### src/rtl/instruction_fetch_unit_if.sv
// instruction_fetch_unit_if: instruction-ROM, redirect and decode-handshake signals of the fetch unit
interface instruction_fetch_unit_if #(
  parameter int ADDR_WIDTH = 32,
  parameter int DATA_WIDTH = 32
);
  logic [ADDR_WIDTH-1:0] imem_addr;
  logic [DATA_WIDTH-1:0] imem_data;
  logic                  redirect_valid;
  logic [ADDR_WIDTH-1:0] redirect_pc;
  logic                  out_valid;
  logic                  out_ready;
  logic [ADDR_WIDTH-1:0] out_pc;
  logic [DATA_WIDTH-1:0] out_instr;
  modport master (
    output imem_addr, out_valid, out_pc, out_instr,
    input  imem_data, redirect_valid, redirect_pc, out_ready
  );
  modport slave (
    input  imem_addr, out_valid, out_pc, out_instr,
    output imem_data, redirect_valid, redirect_pc, out_ready
  );
endinterface

### src/rtl/instruction_fetch_unit.sv
// instruction_fetch_unit: fetch PC, prefetch FIFO and redirect flush; IFU_PERF_CNT_EN adds a push counter
module instruction_fetch_unit #(
  parameter int                    ADDR_WIDTH = 32,
  parameter int                    DATA_WIDTH = 32,
  parameter logic [ADDR_WIDTH-1:0] RESET_PC   = '0,
  parameter int                    FIFO_DEPTH = 2,
  parameter int                    PC_STEP    = 4
) (
  input  logic                       clk,
  input  logic                       rst_n,
  input  logic                       fetch_en_i,
  instruction_fetch_unit_if.master   bus,
  output logic [31:0]                fetch_count_o
);
  localparam int PW = $clog2(FIFO_DEPTH);
  localparam int CW = PW + 1;
  typedef enum logic {S_IDLE, S_RUN} state_e;
  state_e                state_q;
  logic [ADDR_WIDTH-1:0] fetch_pc_q, fetch_pc_d;
  logic [PW-1:0]         rd_ptr_q, rd_ptr_d, wr_ptr_q, wr_ptr_d;
  logic [CW-1:0]         count_q, count_d;
  logic [ADDR_WIDTH-1:0] pc_mem_q [FIFO_DEPTH];
  logic [DATA_WIDTH-1:0] instr_mem_q [FIFO_DEPTH];
  logic                  push, pop;
  assign bus.imem_addr = fetch_pc_q;
  assign bus.out_valid = count_q != '0;
  assign bus.out_pc    = pc_mem_q[rd_ptr_q];
  assign bus.out_instr = instr_mem_q[rd_ptr_q];
  assign pop  = bus.out_valid && bus.out_ready;
  assign push = state_q == S_RUN && fetch_en_i && !bus.redirect_valid &&
                (count_q < CW'(FIFO_DEPTH) || pop);
  // Run/idle control: fetching is allowed only while enabled
  always_ff @(posedge clk or negedge rst_n)
    if (!rst_n) state_q <= S_IDLE;
    else        state_q <= fetch_en_i ? S_RUN : S_IDLE;
  // Next PC and FIFO bookkeeping; a redirect discards everything and wins over push/pop
  always_comb begin
    fetch_pc_d = bus.redirect_valid ? bus.redirect_pc & ~ADDR_WIDTH'(3) :
                 push ? fetch_pc_q + ADDR_WIDTH'(PC_STEP) : fetch_pc_q;
    wr_ptr_d   = bus.redirect_valid ? '0 : wr_ptr_q + PW'(push);
    rd_ptr_d   = bus.redirect_valid ? '0 : rd_ptr_q + PW'(pop);
    count_d    = bus.redirect_valid ? '0 : count_q + CW'(push) - CW'(pop);
  end
  // PC, pointer and occupancy registers
  always_ff @(posedge clk or negedge rst_n)
    if (!rst_n) begin
      fetch_pc_q <= RESET_PC;
      wr_ptr_q   <= '0;
      rd_ptr_q   <= '0;
      count_q    <= '0;
    end else begin
      fetch_pc_q <= fetch_pc_d;
      wr_ptr_q   <= wr_ptr_d;
      rd_ptr_q   <= rd_ptr_d;
      count_q    <= count_d;
    end
  // Entry storage; cleared on reset so the head reads as zero until the first fetch
  always_ff @(posedge clk or negedge rst_n)
    if (!rst_n) begin
      for (int i = 0; i < FIFO_DEPTH; i++) begin
        pc_mem_q[i]    <= '0;
        instr_mem_q[i] <= '0;
      end
    end else if (push) begin
      pc_mem_q[wr_ptr_q]    <= fetch_pc_q;
      instr_mem_q[wr_ptr_q] <= bus.imem_data;
    end
`ifdef IFU_PERF_CNT_EN
  logic [31:0] fetch_count_q;
  // Push counter, survives redirects
  always_ff @(posedge clk or negedge rst_n)
    if (!rst_n)    fetch_count_q <= '0;
    else if (push) fetch_count_q <= fetch_count_q + 32'd1;
  assign fetch_count_o = fetch_count_q;
`else
  assign fetch_count_o = '0;
`endif
endmodule

### src/flat_wrapper.sv
// flat-port wrapper written by rule: the top's interface ports become plain ports
module instruction_fetch_unit_flat 
#(
  parameter int                    ADDR_WIDTH = 32,
  parameter int                    DATA_WIDTH = 32,
  parameter logic [ADDR_WIDTH-1:0] RESET_PC   = '0,
  parameter int                    FIFO_DEPTH = 2,
  parameter int                    PC_STEP    = 4
)
  (clk, rst_n, fetch_en_i, fetch_count_o, bus_imem_addr, bus_out_valid, bus_out_pc, bus_out_instr, bus_imem_data, bus_redirect_valid, bus_redirect_pc, bus_out_ready);
  instruction_fetch_unit_if #(.ADDR_WIDTH(ADDR_WIDTH), .DATA_WIDTH(DATA_WIDTH)) bus_i ();
  input  logic clk;
  input  logic rst_n;
  input  logic fetch_en_i;
  output logic [31:0] fetch_count_o;
  output wire logic [$bits(bus_i.imem_addr)-1:0] bus_imem_addr;
  output wire logic [$bits(bus_i.out_valid)-1:0] bus_out_valid;
  output wire logic [$bits(bus_i.out_pc)-1:0] bus_out_pc;
  output wire logic [$bits(bus_i.out_instr)-1:0] bus_out_instr;
  input wire logic [$bits(bus_i.imem_data)-1:0] bus_imem_data;
  input wire logic [$bits(bus_i.redirect_valid)-1:0] bus_redirect_valid;
  input wire logic [$bits(bus_i.redirect_pc)-1:0] bus_redirect_pc;
  input wire logic [$bits(bus_i.out_ready)-1:0] bus_out_ready;
  assign bus_imem_addr = bus_i.imem_addr;
  assign bus_out_valid = bus_i.out_valid;
  assign bus_out_pc = bus_i.out_pc;
  assign bus_out_instr = bus_i.out_instr;
  assign bus_i.imem_data = bus_imem_data;
  assign bus_i.redirect_valid = bus_redirect_valid;
  assign bus_i.redirect_pc = bus_redirect_pc;
  assign bus_i.out_ready = bus_out_ready;
  instruction_fetch_unit #(.ADDR_WIDTH(ADDR_WIDTH), .DATA_WIDTH(DATA_WIDTH), .RESET_PC(RESET_PC), .FIFO_DEPTH(FIFO_DEPTH), .PC_STEP(PC_STEP)) u_core (.clk(clk), .rst_n(rst_n), .fetch_en_i(fetch_en_i), .bus(bus_i), .fetch_count_o(fetch_count_o));
endmodule
### config.mk
export PLATFORM = sky130hd
export DESIGN_NAME = instruction_fetch_unit_flat
export DESIGN_NICKNAME = d
export VERILOG_FILES = /design/src/rtl/instruction_fetch_unit_if.sv /design/src/rtl/instruction_fetch_unit.sv /design/src/flat_wrapper.sv
export SDC_FILE = /design/constraint.sdc
export NUM_CORES = 1
export LEC_CHECK = 0
export BUFFER_PORTS_ARGS = -buffer_cell sky130_fd_sc_hd__buf_2
export CAP_MARGIN = 5
export CORE_MARGIN = 3
export CORE_UTILIZATION = 50
export CTS_BUF_LIST = sky130_fd_sc_hd__clkbuf_4 sky130_fd_sc_hd__clkbuf_8
export DETAILED_ROUTE_END_ITERATION = 6
export PLACE_DENSITY = 0.81
export SETUP_SLACK_MARGIN = 0.2
export SLEW_MARGIN = 20
export SYNTH_ARGS = -nofsm -noshare
export SYNTH_HDL_FRONTEND = slang
export SYNTH_SLANG_ARGS = --single-unit
### constraint.sdc
create_clock -name clk -period 2.35 [get_ports clk]
set_input_delay 0.3525 -clock clk [delete_from_list [all_inputs] [get_ports clk]]
set_output_delay 0.3525 -clock clk [all_outputs]
set_load 0.03 [all_outputs]
==> run summary, run 1 <==
Synthesized flop and latch total: 159
Initial antenna violation count: 3
Area share of the largest cell type after synthesis: 51.5%
Hold Fails Final Rpt: 0
Number of flops mapped to enable cells by yosys: 0
Sequential group share of total power: 45.8%
DRC violations left: 0
Static Leak: 0.00416 uW
Clk pin slew, worst setup/hold paths: 0.08 ns
Post-synth top cells: mux2_2, dfrtp_1, buf_4
Comb pwr share: 29.6%
Minimum clock period: 2.10 ns
I/O pin cnt: 198
Pre-CTS WS: 0.174 ns
Power Dens Cells: 883 nW/um2
Net Sw Frac: 34.0%
Root Driver: clkbuf_8
Unique masters post-synth: 44
Slew headroom: 52.8%
Crit path required time: 2.00 ns
Crit path capture type: output port
Nets: 868
Worst min-delay path category: in2reg
Maxcap violations: 0
Vias per cell: 5.52
RSZ-0062 raised after global routing: yes
Net Switching: 2780 uW
Final Setup Violations: 0
Final hold slack: 0.0437 ns
Main synth FF type: dfrtp_1
CTS tree: done
Cell accounting for the most synthesized area: dfrtp_1
Share of layout cells above drive strength 1: 53.4%
Crit-path slowest cell: dfrtp_2
Clk_lat worst skew: 0.46 ns
Total grt overflow: 0
Max Clock Freq: 475 MHz
Final count of pins violating max slew: 0
Worst hold path stage count: 1
Syn_area_per_cell: 12.3 um2
Most frequent cell after synthesis: mux2_2
Arr. time, crit path: 1.75 ns
Ys Warns: 0
Async SR Flop Fraction: 100%
Port bufs: 159
R2R Setup Slk: 0.25 ns
CORE AREA: 14,800 um2
Tot GR Track Use: 20.6%
Worst slew pin tran: 0.705 ns
Internal: 5390 uW
Final ANT Viol Nets: 0
First-pass GRT wire length: 27,300 um
Critical-path cell list: clkbuf_16 > mux2_2 > buf_2
Seq/Total Area, Yosys: 51.5%
HPWL Detailed: 12,300 um
Die W: 130 um
Num CTS Buffers: 17
CTS max path bufs: 2
H-tree Lvls: 4
Vias: 5,497
Largest net degree at the start of global routing: 64
Post-Syn Area: 7730 um2
Die height: 130 um
Die area: 17,000 um2
Slowest stage delay, CP: 0.46 ns
CTS Sinks: 159
Fillers: 1,193
Worst clock skew: 0.0132 ns
Status: complete, no violations
Final Cell Area: 9250 um2
Row count: 44
Post-DP Area: 8780 um2
Cells after Synth: 627
Final wirelength: 17,700 um
DR WL/cell: 17.8 um
Pre-antenna DRT Iters: 4
Final period util: 89.6%
Worst Path Max Fanout: 31
Initial core utilization: 52.2%
Max IR drop VDD: 0.463 mV
Setup Buffers After CTS: 0
Setup crit start kind: flop
Synth top area cells: dfrtp_1, mux2_2, buf_4, nand2_1, nand3_1
Setup TNS Final: 0 ns
Syn-to-layout area delta: 19.6%
Clock power frac: 24.6%
Vias in the first global route: 5,523
Setup WS post-layout: 0.245 ns
Gpl congestion: 0.846
Initial DRC count: 302
Kind of critical path: reg2out
Worst R2R Path Depth: 5
## stage by stage
step                      power (uW)  utilization [%]  instances
after floorplan                 5520                -        662
after global placement          6120             59.3        960
after detailed placement        6210             59.3        960
after CTS                       8230             62.0        992
after global routing            8600             62.4        995
final                           8170             62.4        996
## state kept, by name, indices dropped and copies added (netlist names)
register,count
u_core.wr_ptr_q,1
u_core.rd_ptr_q,1
u_core.state_q,1
u_core.instr_mem_q,64
u_core.pc_mem_q,60
u_core.bus.imem_addr,30
u_core.count_q,2
## power by group through the flow
| stage | registers, uW | logic [uW] | clock network [uW] |
|---|---|---|---|
| final | 3740 | 2420 | 2010 |
| after global routing | 3820 | 2600 | 2180 |
| after CTS | 3740 | 2440 | 2060 |
| after detailed placement | 3790 | 2420 | 0 |
| after global placement | 3740 | 2380 | 0 |
| after floorplan | 3770 | 1750 | 0 |
## final timing paths
| kind | start | end |
|---|---|---|
| max | u_core.rd_ptr_q$_DFF_PN0_ | bus_out_pc[9] |
| min reg2reg | u_core.instr_mem_q[57]$_DFFE_PN0P_ | u_core.instr_mem_q[57]$_DFFE_PN0P_ |
| min in group asynchronous | rst_n | u_core.pc_mem_q[10]$_DFFE_PN0P_ |
| max reg2reg | u_core.bus.imem_addr[3]$_DFFE_PN0P_ | u_core.bus.imem_addr[14]$_DFFE_PN0P_ |
| min | fetch_en_i | u_core.state_q$_DFF_PN0_ |
| max in group asynchronous | rst_n | u_core.pc_mem_q[22]$_DFFE_PN0P_ |
## critical path: cells and delay by family, from the launching register on
family | cells | cell delay (ns)
buffers and inverters | 2 | 0.47
DFF | 1 | 0.46
muxes | 1 | 0.37
## metal layers
layer	up-vias	track usage, %	part of all wire [%]
met1	2742	24.8	41
li1	2549	-	-
met5	-	0	0.074
met3	32	6.63	6.8
met4	2	7.50	2.6
met2	172	34.8	50
## repair_timing
action	4_1_cts	5_1_grt
endpoints found under the setup margin	8	61
endpoints found under the hold margin	49	0
gates cloned	0	1
gates resized for setup	2	4
hold buffers	1	0
## final cells by class
class	count	area (um2)	area share (%)
repair buffers	189	1130	12.2
well taps	184	230	2.49
multi-input cells	418	3450	37.3
clock inverters	12	136	1.47
clock buffers	19	255	2.76
inverters	12	45.0	0.487
flip-flops and latches	159	4000	43.2
diodes	3	7.51	0.0812
## cells by family (layout without fill, tap and decap cells)
family / after synthesis / count (layout) / share of synthesized area, %
AOI/OAI and AO/OA: 46 / 46 / 4.13
xor gates and xnor gates: 10 / 10 / 1.13
adders and majority gates: 2 / 2 / 0.324
buffers and inverters: 85 / 232 / 6.13
DFF: 159 / 159 / 51.5
muxes: 187 / 187 / 27.2
other: 1 / 39 / 0.0485
and+or+nand+nor: 137 / 137 / 9.55
## layout by cell type (no fill, tap or decap), types with 12 or more instances in the layout
cell type  Yosys  final
nand4_1       14     14
o21ai_0       12     12
a31oi_1       13     13
buf_2         10    158
dfrtp_1      159    146
dfrtp_2        0     13
nor2_1        25     25
mux2_2       186    186
nand3_1       20     20
clkbuf_8       0     18
buf_4         36     22
nand2_1       30     30
conb_1         1     36
Power figures use the tool's default switching activity.
==> run 2: changes to the inputs <==
--- a/config.mk
+++ b/config.mk
@@ -7,11 +7,13 @@
 export LEC_CHECK = 0
 export BUFFER_PORTS_ARGS = -buffer_cell sky130_fd_sc_hd__buf_2
 export CAP_MARGIN = 5
+export CELL_PAD_IN_SITES_DETAIL_PLACEMENT = 0
+export CELL_PAD_IN_SITES_GLOBAL_PLACEMENT = 2
 export CORE_MARGIN = 3
-export CORE_UTILIZATION = 50
+export CORE_UTILIZATION = 36
 export CTS_BUF_LIST = sky130_fd_sc_hd__clkbuf_4 sky130_fd_sc_hd__clkbuf_8
 export DETAILED_ROUTE_END_ITERATION = 6
-export PLACE_DENSITY = 0.81
+export PLACE_DENSITY = 0.88
 export SETUP_SLACK_MARGIN = 0.2
 export SLEW_MARGIN = 20
 export SYNTH_ARGS = -nofsm -noshare
==> run summary, run 2 (same netlist as run 1, synthesis figures left out) <==
Status: complete, no violations
Die area: 23,300 um2 (+37%)
Clk pin slew, worst setup/hold paths: 0.09 ns (about the same)
DR WL/cell: 17.4 um (-1.9%)
Arr. time, crit path: 2.42 ns (+0.67 ns)
R2R Setup Slk: 0.28 ns (+0.03 ns)
Port bufs: 159 (unchanged)
Worst clock skew: 0.0132 ns (-0.00000830 ns)
Final Setup Violations: 0 (unchanged)
Vias in the first global route: 5,458 (-1.2%)
Die height: 153 um (+17%)
Final count of pins violating max slew: 0 (unchanged)
CTS max path bufs: 2 (unchanged)
Post-layout util: 45.2% (-17 points)
Share of layout cells above drive strength 1: 53.1% (-0.26 points)
Row count: 52 (+18%)
I/O pin cnt: 198 (unchanged)
Clk_lat worst skew: 0.43 ns (-0.03 ns)
Initial DRC count: 299 (-0.99%)
Setup WS post-layout: 0.278 ns (+0.0330 ns)
Max IR drop VDD: 0.323 mV (-30%)
CORE AREA: 20,700 um2 (+40%)
Nets: 871 (+0.35%)
Maxcap violations: 0 (unchanged)
H-tree Lvls: 4 (unchanged)
Final wirelength: 18,900 um (+6.7%)
Syn-to-layout area delta: 21.0%
Max Clock Freq: 483 MHz (+1.6%)
Tot GR Track Use: 16.1% (-4.4 points)
Ant diodes: 0 (-3)
Pre-antenna DRT Iters: 4 (unchanged)
Hold Fails Final Rpt: 0 (unchanged)
Total grt overflow: 0 (unchanged)
Critical path buffers and inverters: 1 (-1)
Initial core utilization: 37.4% (-15 points)
Pre-CTS WS: 0.261 ns (+0.0868 ns)
Commonest non-fill, non-tap cells in the layout: mux2_2, buf_2, dfrtp_1
RSZ-0062 raised after global routing: yes
Most Crowded Layer GR: met2
Crit path required time: 2.70 ns (+0.70 ns)
Met1 capacity usage during global routing: 22.3% (-2.5 points)
Initial antenna violation count: 0 (-3)
First-pass GRT wire length: 30,500 um (+11%)
M3 GR Usage: 4.12% (-2.5 points)
Gpl congestion: 0.789 (-6.7%)
Commonest non-fill, non-tap cell in the layout: mux2_2
Setup TNS Final: 0 ns (unchanged)
Max reg flops: 64 (unchanged)
Vias: 5,389 (-2.0%)
Final Cell Area: 9360 um2 (+1.2%)
Reg with most FFs: u_core.instr_mem_q
Final ANT Viol Nets: 0 (unchanged)
Power Dens Cells: 880 nW/um2 (-0.41%)
Worst R2R Path Depth: 5 (unchanged)
Worst min-delay path category: in2reg
Minimum clock period: 2.07 ns (-0.0330 ns)
Final period util: 88.2% (-1.4 points)
Vias per cell: 4.98 (-9.8%)
Setup Buffers After CTS: 0 (unchanged)
DRC violations left: 0 (unchanged)
Root Driver: clkbuf_8
Critical-path cell list: nand4_2 > or4_1 > buf_4 > or4b_1 > a31oi_1
CTS tree: done
Crit path capture type: flop
Slowest stage delay, CP: 0.53 ns (+0.07 ns)
CP delay by family, top: simple AND/OR/NAND/NOR gates
Worst Path Max Fanout: 16 (-48%)
Post-DP Area: 8930 um2 (+1.7%)
Kind of critical path: reg2reg
Worst hold path stage count: 1 (unchanged)
Die W: 153 um (+17%)
HPWL Detailed: 13,100 um (+6.2%)
Crit-path slowest cell: or4_1
Critical Path Stages: 5 (+2)
CTS Sinks: 159 (unchanged)
Setup crit start kind: flop
Num CTS Buffers: 17 (unchanged)
Total power: 8230 uW (+0.76%)
Static Leak: 0.00418 uW (+0.49%)
GR Layer Usage met2: 26.1% (-8.7 points)
Largest net degree at the start of global routing: 82 (+28%)
run 2: cell count changes in the layout (fill, tap and decap cells not counted), moves of 2 or more:
cell / delta
buf_4: +2
nor3_2: -2
diode_2: -3
buf_12: +2
nor3_1: +2
run 2: metrics by stage:
step,cells,hold slack [ns]
floorplan,662,0.0569
detailed placement,1050,0.189
global route,1083,0.0345
global placement,1050,0.191
finish,1083,0.0782
CTS,1083,0.0439
run 2: path summary, 6_finish.rpt:
| path | endpoint | from |
|---|---|---|
| worst min-delay path | u_core.state_q$_DFF_PN0_ | fetch_en_i |
| worst max-delay path | u_core.bus.imem_addr[24]$_DFFE_PN0P_ | u_core.bus.imem_addr[18]$_DFFE_PN0P_ |
| max in group asynchronous | u_core.bus.imem_addr[9]$_DFFE_PN0P_ | rst_n |
| worst min register to register | u_core.instr_mem_q[12]$_DFFE_PN0P_ | u_core.instr_mem_q[12]$_DFFE_PN0P_ |
| worst max register to register | u_core.bus.imem_addr[24]$_DFFE_PN0P_ | u_core.bus.imem_addr[18]$_DFFE_PN0P_ |
| min in group asynchronous | u_core.pc_mem_q[58]$_DFFE_PN0P_ | rst_n |
run 2: metal layers:
metal	vias up	share of wire, %
met4	0	0.87
met2	142	48
met3	7	4.8
met1	2695	46
met5	-	0
li1	2545	-
run 2: layout make-up:
cell class / instances / area (um2)
clock buffer: 20 / 269
clock inverter: 12 / 134
fill: 1983 / 11300
inverter: 12 / 45.0
multi-input combinational: 418 / 3430
sequential: 159 / 4000
tap: 270 / 338
timing repair buffer: 192 / 1150
run 2: power breakdown:
group / switching (uW) / internal, uW
registers: 340 / 3370
clock network: 1040 / 1020
logic: 1420 / 1040
total: 2800 / 5430
run 2: repair_timing:
item                                    in CTS  in global routing
endpoints found under the setup margin      30                 33
hold buffers                                 1                  0
resized for setup                            1                  4
hold endpoints to repair                    12                  0
